==> src/rtl/alu_arbiter.sv <==
// Round-robin arbiter sharing one ALU between NUM_REQ requesters, with a registered response slot.
// Optional statistics counters are enabled by defining ALU_ARB_STATS_EN.
module alu_arbiter #(
    parameter int NUM_REQ = 4,
    parameter int DATA_W  = 8,
    parameter int OP_W    = 4
) (
    input  logic                      clk,
    input  logic                      rst,
    input  logic [NUM_REQ-1:0]        req_valid,
    output logic [NUM_REQ-1:0]        req_ready,
    input  logic [NUM_REQ*OP_W-1:0]   req_op,
    input  logic [NUM_REQ*DATA_W-1:0] req_a,
    input  logic [NUM_REQ*DATA_W-1:0] req_b,
    output logic [OP_W-1:0]           alu_op,
    output logic [DATA_W-1:0]         alu_src_a,
    output logic [DATA_W-1:0]         alu_src_b,
    input  logic [DATA_W-1:0]         alu_result,
    output logic                      rsp_valid,
    input  logic                      rsp_ready,
    output logic [$clog2(NUM_REQ)-1:0] rsp_id,
    output logic [DATA_W-1:0]         rsp_data
`ifdef ALU_ARB_STATS_EN
    ,
    output logic [NUM_REQ*16-1:0]     stat_grants,
    output logic [15:0]               stat_stalls
`endif
);

    localparam int ID_W = $clog2(NUM_REQ);

    typedef enum logic {
        IDLE = 1'b0,
        FULL = 1'b1
    } state_t;

    state_t          state;
    state_t          state_nxt;
    logic [ID_W-1:0] rr_ptr;
    logic [ID_W-1:0] rr_ptr_nxt;
    logic [ID_W-1:0] winner;
    logic            found;
    logic            can_issue;
    logic            grant;
    int              idx;

    // Rotating priority scan starting at rr_ptr
    always_comb begin
        found  = 1'b0;
        winner = '0;
        idx    = 0;
        for (int k = 0; k < NUM_REQ; k++) begin
            idx = int'(rr_ptr) + k;
            if (idx >= NUM_REQ) begin
                idx = idx - NUM_REQ;
            end
            if (!found && req_valid[ID_W'(idx)]) begin
                found  = 1'b1;
                winner = ID_W'(idx);
            end
        end
    end

    assign can_issue = (state == IDLE) | rsp_ready;
    assign grant     = found & can_issue & ~rst;
    assign rsp_valid = (state == FULL);

    always_comb begin
        req_ready = '0;
        alu_op    = '0;
        alu_src_a = '0;
        alu_src_b = '0;
        if (grant) begin
            req_ready[winner] = 1'b1;
            alu_op    = req_op[winner*OP_W +: OP_W];
            alu_src_a = req_a[winner*DATA_W +: DATA_W];
            alu_src_b = req_b[winner*DATA_W +: DATA_W];
        end
    end

    always_comb begin
        if (winner == ID_W'(NUM_REQ - 1)) begin
            rr_ptr_nxt = '0;
        end else begin
            rr_ptr_nxt = winner + 1'b1;
        end
    end

    always_comb begin
        state_nxt = state;
        unique case (state)
            IDLE: begin
                if (grant) begin
                    state_nxt = FULL;
                end
            end
            FULL: begin
                if (rsp_ready) begin
                    state_nxt = grant ? FULL : IDLE;
                end
            end
            default: state_nxt = IDLE;
        endcase
    end

    always_ff @(posedge clk) begin
        if (rst) begin
            state    <= IDLE;
            rr_ptr   <= '0;
            rsp_id   <= '0;
            rsp_data <= '0;
        end else begin
            state <= state_nxt;
            if (grant) begin
                rr_ptr   <= rr_ptr_nxt;
                rsp_id   <= winner;
                rsp_data <= alu_result;
            end
        end
    end

`ifdef ALU_ARB_STATS_EN
    logic [15:0] grant_cnt [NUM_REQ];
    logic [15:0] stall_cnt;

    always_ff @(posedge clk) begin
        if (rst) begin
            for (int i = 0; i < NUM_REQ; i++) begin
                grant_cnt[i] <= '0;
            end
            stall_cnt <= '0;
        end else begin
            if (grant && grant_cnt[winner] != 16'hFFFF) begin
                grant_cnt[winner] <= grant_cnt[winner] + 16'd1;
            end
            if (|req_valid && !grant && stall_cnt != 16'hFFFF) begin
                stall_cnt <= stall_cnt + 16'd1;
            end
        end
    end

    always_comb begin
        stat_grants = '0;
        for (int i = 0; i < NUM_REQ; i++) begin
            stat_grants[i*16 +: 16] = grant_cnt[i];
        end
    end

    assign stat_stalls = stall_cnt;
`endif

endmodule

==> config.mk <==
export PLATFORM = sky130hd
export DESIGN_NAME = alu_arbiter
export DESIGN_NICKNAME = d
export VERILOG_FILES = /design/src/rtl/alu_arbiter.sv
export SDC_FILE = /design/constraint.sdc
export NUM_CORES = 1
export LEC_CHECK = 0
export BUFFER_PORTS_ARGS = -buffer_cell sky130_fd_sc_hd__buf_2
export CAP_MARGIN = 20
export CELL_PAD_IN_SITES_DETAIL_PLACEMENT = 1
export CELL_PAD_IN_SITES_GLOBAL_PLACEMENT = 2
export CORE_MARGIN = 4
export CORE_UTILIZATION = 15
export DETAILED_ROUTE_END_ITERATION = 6
export GPL_TIMING_DRIVEN = 0
export PLACE_DENSITY_LB_ADDON = 0.1
export SLEW_MARGIN = 20
export SYNTH_ARGS = -nofsm -noshare
export SYNTH_HDL_FRONTEND = slang
export SYNTH_SLANG_ARGS = --single-unit
==> constraint.sdc <==
create_clock -name clk -period 2.33 [get_ports clk]
set_input_delay 0.699 -clock clk [delete_from_list [all_inputs] [get_ports clk]]
set_output_delay 0.699 -clock clk [all_outputs]
set_load 0.02 [all_outputs]
**Word level (Yosys, flattened, before mapping)**

Index checks and enable logic that the tools add are counted.

- Bits in registers: 13
- Bits in latches: 0
- RAM bits: 0
- Memory bits (read-only): 0
- Bits of input ports: 95
- Memories: 0

- Add/sub/neg operators: 8
- $mul: 0
- Divide/modulo/power cells: 0
- $lt $le $gt $ge: 10
- Eq/ne operators: 1
- Shift operators: 3
- Mux-type cells: 34
- Bitwise logic cells: 5
- Reductions and logical operators: 7

Operator list:

| kind | number |
|---|---|
| $shiftx 32x6->8 | 2 |
| $mux 2 | 9 |
| $lt 2x4->1 const B | 4 |
| $mux 8 | 2 |
| $shiftx 16x5->4 | 1 |
| $mux 1 | 15 |
| $ge 3x3->1 const B | 3 |
| $bmux 1 s2 | 4 |
| $mux 4 | 2 |
| $sub 2x1->2 const B | 4 |
| $add 2x2->3 const B | 2 |
| $logic_and 1x1->1 | 4 |
| $add 2x1->3 const B | 1 |
| $ge 2x3->1 const B | 1 |
| $logic_not 1->1 | 3 |
| $lt 2x3->1 const B | 1 |
| $add 2x1->2 const B | 1 |
| $and 1x1->1 | 2 |
| $demux 1 s2 | 1 |
| $eq 2x2->1 const B | 1 |
| $ge 2x1->1 const B | 1 |
| $not 1->1 | 2 |
| $pmux 1 s2 | 1 |
| $or 1x1->1 | 1 |

**Logic depth before layout (Yosys ltp)**

Gate-level depths: netlist of the first run.

- Word-level depth: 20
- Gate-level depth with buffers: 9

**Worst setup path after synthesis of the first run**

No wires, ideal clock.

- Path type: input port to output port
- From: in rsp_ready
- To: out req_ready[1]
- Arrival: 2.013 ns
- Path slack: -0.382 ns
- Stages on the path: 5
- Path buffers: 1
- Path through: nand2b_1 > nor3b_4 > nand2b_1 > buf_2 > nor4_1

- Longest elaborated chain between the ends: 4

Ends and longest elaborated chain:

| item | RTL line | RTL |
|---|---|---|
| start, declared | 20 | `input logic rsp_ready,` |
| $or 1x1->1 | 64 | `assign can_issue = (state == IDLE) \| rsp_ready;` |
| $and 1x1->1 (2 in series) | 65 | `assign grant = found & can_issue & ~rst;` |
| $mux 4 | 73 | `if (grant) begin` |
| end, declared | 11 | `output logic [NUM_REQ-1:0] req_ready,` |

No other way between the ends.

**Worst setup path in the final report of the first run**

- From: in req_valid[2]
- To: out alu_src_a[1]

- Longest elaborated chain between the ends: 16

Ends and longest elaborated chain:

| item | RTL line | RTL |
|---|---|---|
| start, declared | 10 | `input logic [NUM_REQ-1:0] req_valid,` |
| branches (longest 15 deep; another with $bmux 1 s2) | n/a |  |
| $mux 8 * | 73 |  |
| end, declared | 16 | `output logic [DATA_W-1:0] alu_src_a,` |

Mark *: on every way between the ends. The select of a mux whose other input is x is not followed.

==> results of run 1 <==
## final cells by class
class / count / share of cell area (%)
multi-input combinational: 116 / 46.3
tap: 102 / 4.80
timing repair buffer: 141 / 32.6
clock buffer: 4 / 1.69
sequential: 13 / 9.83
buffer: 11 / 4.65
inverter: 1 / 0.141
## kinds of logic (layout without fill, tap and decap cells)
| group | Yosys count | after routing | synth area share, % |
|---|---|---|---|
| buffers and inverters | 13 | 157 | 9.15 |
| flip-flops | 13 | 13 | 21.1 |
| multiplexers | 41 | 41 | 33.3 |
| AO/OA/AOI/OAI | 37 | 37 | 17.5 |
| AND/OR/NAND/NOR | 37 | 37 | 17.9 |
| adder cells (fa/ha/maj) | 1 | 1 | 1.02 |
## state kept, by name (all words and copies together), names as in the netlist
| register | flops |
|---|---|
| rr_ptr | 2 |
| rsp_data | 8 |
| rsp_id | 2 |
| rsp_valid | 1 |
## timing repair
action	CTS	global route
buffers inserted	7	4
cloned	1	0
endpoints found under the setup margin	24	24
pin swaps	2	4
resized for setup	58	18
endpoints found under the hold margin	0	0
## worst max-delay path: stages
cell and delay [ns]:
buf_8 0.11, mux2i_1 0.16, nor2_2 0.08, nor3_4 0.16, buf_12 0.17, buf_12 0.16
mux2i_2 0.24, o22ai_2 0.09, buf_2 0.16
## how the worst max path moves through the flow
stage | slack [ns] | start | to
finish | -0.40 | req_valid[2] | alu_src_a[1]
detailed placement | -0.57 | req_valid[0] | alu_src_a[6]
CTS | -0.41 | req_valid[2] | alu_src_a[1]
global placement | -0.55 | req_valid[2] | alu_src_a[6]
floorplan | -0.1 | rsp_ready | alu_op[0]
global route | -0.47 | req_valid[2] | alu_src_b[1]
## power breakdown
group          leakage, nW  internal [mW]  switching, mW
Combinational         1.07          0.527          0.473
Clock               0.0228          0.121         0.0827
Sequential           0.108          0.249         0.0246
## stage by stage
stage	instance area, sq um	hold WS, ns	util (%)	total power, mW	std cells
after floorplan	1410	0.540	-	0.795	142
after detailed placement	2180	0.461	27.8	1.04	373
after global placement	2180	0.451	27.8	1.04	373
after global routing	2660	0.491	33.9	1.58	388
after CTS	2530	0.470	32.3	1.43	385
final	2660	0.463	33.9	1.48	388
## routing by layer
layer	GRT usage [%]	routed length, um
met5	0	0
met4	2.31	41
met3	3.18	479
met2	20.6	2880
met1	14.5	2520
## cells in the mapped netlist
master / n / area [sq um]
buf_2: 4 / 20.0
buf_12: 2 / 40.0
ha_1: 1 / 12.5
nor4_2: 1 / 12.5
nor2_1: 3 / 11.3
inv_1: 1 / 3.75
o21ai_0: 10 / 50.1
buf_8: 1 / 15.0
or2b_1: 1 / 7.51
a21oi_1: 4 / 20.0
dfxtp_1: 13 / 260
mux2i_1: 41 / 410
nor3b_1: 1 / 7.51
o22ai_1: 21 / 131
nand2b_1: 13 / 81.3
clkbuf_1: 3 / 11.3
and2_1: 1 / 6.26
nor2b_1: 1 / 6.26
nand2_1: 12 / 45.0
buf_6: 2 / 22.5
a2bb2oi_1: 1 / 8.76
o21ai_1: 1 / 5.00
nor3_2: 1 / 10.0
nand3b_1: 1 / 7.51
nor4_1: 1 / 6.26
nor3b_4: 1 / 18.8
==> reports/results.ini, run 1 <==
[worst_setup_path]
crit_fanout=10
critPathRequiredTime_ns=1.63
startpoint_type=input port
end_kind=output port
reg2reg_slack_ns=0.37
critical_path_class=in2out
r2r_cells=11
r2r_end=rr_ptr[0]
rr_startpoint=rr_ptr[1]
critPathArrivalTime_ns=2.04

[floorplanning]
core_area_sq_mm=0.00785
start_util_pct=15.7
die_area_sq_mm=0.00972
ios=130
die_w_um=98.6
rows=32
die_y_um=98.6

[placement]
dp_worst_setup_slack_ns=-0.571
dpl.hpwl_mm=4.71
port_buffers=129
place.gp.congestion=0.748

[drt]
detail_route.vias_per_cell=4.24
drc=0
drt-pass1-iter-count=4
wl_per_cell_um=15.2
vias=1646
drt_wl_total_mm=5.91
drtIter0Drc=18
ant_nets=0

[global_route]
grt_first_pass_wirelength_mm=9.50
grt_max_degree=11
grt_usage_pct=11.8
grt_pass1_vias=1856
grt_overflow=0
antenna_found_initial=0

[run_status]
status=finished, violations left
violations=negative setup slack

[pwr]
power_density_mw_per_mm2=555
peakVddDrop_v=0.000264
p_leak_nw=1.20

[cts]
cts-root-buf=clkbuf_8
cts_tree=yes
numCtsBuffers=3
postCtsHoldBufs=0
path_clk_slew_ns=0.06
clk_latency_ns=0.24
cts-htree-levels=1
clock_path_buffers=2
clock_sinks=13

[sta]
tightest_slew_ns=0.455
timing.fmax_ghz=0.366
period_share_pct=117
finalSetupViolCount=24
setup_slack_ns=-0.404
slew_violations=0
timing.final.hold_violations=0
setup-tns-final_ns=-8.74
slew_headroom_pct=69.7
fin_skew_ns=0.00233
timing.final.crit_period_ns=2.73
rsz0062_at_grt=true

[layout]
syn_to_final_growth_pct=116
final-seq-area_sq_um=262
n_fill_cell=984
mostFrequentLayoutCells=buf_2 (116), mux2i_1 (24), o22ai_2 (20), buf_6 (16)
finalNetCount=383
layout_commonest_cell=buf_2
num_antenna_cells=0
drive_above_1_share_pct=72.0
multiInputGateArea_sq_mm=0.00123

[yosys]
yosys_warnings=0
syn-cell-area_sq_mm=0.00123
synth_nets=238
ys_types=26
synth-seq-cells=13
synth.avg_cell_area_sq_um=8.67
syn_inst=142
synth_seq_area_share_pct=21.1

[worst_hold_path]
min_to=rsp_id[1]
whs_path_depth=2
min_path_type=reg2reg
hold_start=rsp_id[1]

[run]
max-cap-violations=0

(Power assumes the default switching activity.)
==> run 2, diff against run 1 <==
- CORE_UTILIZATION: 15 -> 16
- clock period: 2.33 -> 3.1 ns (I/O delays scaled with it)
==> run 2 against run 1 <==
  * Wire length increased by 1.4%
  * Sequential share of layout area increased by 1.5 points
  * The flow still finishes with violations (negative setup slack)
  * First-iteration DRC count decreased by 28%
  * Clock power decreased by 26%
  * Largest cell class is now buffers
  * Clock-buffer cell count unchanged
  * Die area decreased by 5.7%
  * Sequential power decreased by 27%
  * Flip-flop and latch count unchanged
  * Cell area decreased by 13%
  * Core utilization decreased by 2.7 points
  * Setup slack improved by 0.27 ns
==> reports/results.ini, run 2 (synthesis results as in run 1) <==
[run_status]
status=finished, violations left  ; unchanged
violations=negative setup slack  ; unchanged

[drt]
ant_nets=0  ; unchanged
drt_wl_total_mm=6.00  ; was 5.91 mm
vias=1626  ; was 1646
drtIter0Drc=13  ; was 18
wl_per_cell_um=15.7  ; was 15.2 um
drc=0  ; unchanged
drt-pass1-iter-count=4  ; unchanged
detail_route.vias_per_cell=4.25  ; was 4.24

[layout]
n_fill_cell=922  ; was 984
finalNetCount=381  ; was 383
reg_top3=rsp_data (8), rr_ptr (2), rsp_id (2)  ; unchanged
stdcell_count=383  ; was 388
num_antenna_cells=0  ; unchanged
largest_register_ffs=8  ; unchanged
drive_above_1_share_pct=57.4  ; was 72.0%
layout_commonest_cell=buf_2  ; unchanged
multiInputGateArea_sq_um=911  ; was 0.00123 sq mm
top_register=rsp_data  ; unchanged
final-seq-area_sq_um=260  ; was 262 sq um
syn_to_final_growth_pct=87.1  ; was 116%
mostFrequentLayoutCells=buf_2 (108), mux2i_1 (40), buf_4 (25), o22ai_1 (21), dfxtp_1 (13)  ; was buf_2 (116), mux2i_1 (24), o22ai_2 (20), buf_6 (16)

[cts]
cts_tree=yes  ; unchanged
clk_latency_ns=0.24  ; about the same
numCtsBuffers=3  ; unchanged
clock_sinks=13  ; unchanged
clock_path_buffers=2  ; unchanged
cts-htree-levels=1  ; unchanged
postCtsHoldBufs=0  ; unchanged
path_clk_slew_ns=0.06  ; about the same
cts-root-buf=clkbuf_8  ; unchanged

[sta]
fin_skew_ns=0.00199  ; was 0.00233 ns
setup_slack_ns=-0.137  ; was -0.404 ns
period_share_pct=104
slew_violations=0  ; unchanged
timing.final.hold_violations=0  ; unchanged
rsz0062_at_grt=true  ; unchanged
finalSetupViolCount=21  ; was 24
timing.fmax_ghz=0.309
timing.hold.ws_ns=0.459  ; was 0.463 ns
slew_headroom_pct=67.6  ; was 69.7%
setup-tns-final_ns=-1.99  ; was -8.74 ns
tightest_slew_ns=0.486  ; was 0.455 ns
timing.final.crit_period_ns=3.24

[worst_hold_path]
min_path_type=reg2reg  ; unchanged
whs_path_depth=2  ; unchanged

[worst_setup_path]
rr_startpoint=rr_ptr[1]  ; unchanged
end_kind=output port  ; unchanged
r2r_cells=9  ; was 11
critPathRequiredTime_ns=2.17  ; was 1.63 ns
startpoint_type=input port  ; unchanged
reg2reg_slack_ns=1.18  ; was 0.37 ns
crit_end=alu_src_a[2]  ; was alu_src_a[1]
critical_path_class=in2out  ; unchanged
r2r_end=rr_ptr[0]  ; unchanged
startpoint=req_valid[2]  ; unchanged
crit_fanout=10  ; unchanged
critPathArrivalTime_ns=2.31  ; was 2.04 ns

[pwr]
p_leak_nw=1.14  ; was 1.20 nW
peakVddDrop_v=0.000212  ; was 0.000264 V
power_density_mw_per_mm2=417  ; was 555 mW/mm^2

[global_route]
grt_usage_pct=12.2  ; was 11.8%
grt_pass1_vias=1751  ; was 1856
grt_overflow=0  ; unchanged
antenna_found_initial=0  ; unchanged
grt_first_pass_wirelength_mm=8.85  ; was 9.50 mm
grt_max_degree=11  ; unchanged

[floorplanning]
die_y_um=95.7  ; was 98.6 um
rows=31  ; was 32
core_area_sq_mm=0.00737  ; was 0.00785 sq mm
die_area_sq_mm=0.00916  ; was 0.00972 sq mm
die_w_um=95.7  ; was 98.6 um
start_util_pct=16.7  ; was 15.7%
ios=130  ; unchanged

[placement]
port_buffers=129  ; unchanged
dpl.hpwl_mm=4.75  ; was 4.71 mm
placedCellCount=370  ; was 373
place.gp.congestion=0.675  ; was 0.748

[run]
max-cap-violations=0  ; unchanged

[run 2: cell types whose count changed in the layout (fill, tap and decap cells not counted), sizes merged]
cell	before	now
buf	149	147
[run 2: layer usage]
layer  share of wire, %  routed length [um]  vias to the layer above  global-route usage [%]
met5                  0                   0                        -                       0
met3                 11                 633                        4                    3.05
met2                 46                2790                       86                    21.8
met1                 42                2530                      729                    14.6
li1                   -                   -                      807                       -
met4               0.73                  44                        0                    2.84
[run 2: where the power goes]
part	leakage (nW)	switching (mW)	total (mW)	internal (mW)
Clock	0.0228	0.0601	0.151	0.0907
Sequential	0.108	0.0143	0.201	0.186
Combinational	1.01	0.297	0.609	0.312
[run 2: worst max-delay path, cell delays in order]
cell     delay (ns)
buf_8          0.10
mux2i_1        0.16
nor2_2         0.06
nor3_2         0.19
buf_6          0.21
buf_12         0.16
mux2i_1        0.22
o22ai_1        0.09
buf_2          0.16
[run 2: worst min path at each step]
stage | from | to | slack [ns]
final | rsp_id[1] | rsp_id[1] | 0.46
after global routing | rsp_data[0] | rsp_data[0] | 0.50
after CTS | rsp_id[1] | rsp_id[1] | 0.46
after detailed placement | rsp_id[1] | rsp_id[1] | 0.45
after global placement | rsp_id[1] | rsp_id[1] | 0.45
after floorplan | rsp_id[1] | rsp_id[1] | 0.54
[run 2: area by class of cell]
class                           instances  area share, %
Buffer                                 11           5.70
Sequential cell                        13           11.3
Clock buffer                            4           1.96
Multi-Input combinational cell        116           39.5
Timing Repair Buffer                  139           36.0
Tap cell                               99           5.38
Inverter                                1          0.163
[run 2: metrics by stage]
stage / power, mW / instance area (sq um) / utilization, % / setup slack (ns)
6_report: 0.960 / 2300 / 31.3 / -0.137
5_1_grt: 1.03 / 2300 / 31.3 / -0.212
4_1_cts: 1.00 / 2320 / 31.5 / -0.135
3_5_place_dp: 0.724 / 2010 / 27.2 / -0.241
3_3_place_gp: 0.722 / 2010 / 27.2 / -0.210
2_1_floorplan: 0.541 / 1240 / - / 0.0729
[run 2: what timing repair did]
| item | in CTS | in global routing |
|---|---|---|
| gates resized for setup | 39 | 15 |
| cloned | 2 | 0 |
| pin swaps | 15 | 9 |
| endpoints found under the setup margin | 24 | 24 |
| setup buffers | 9 | 1 |
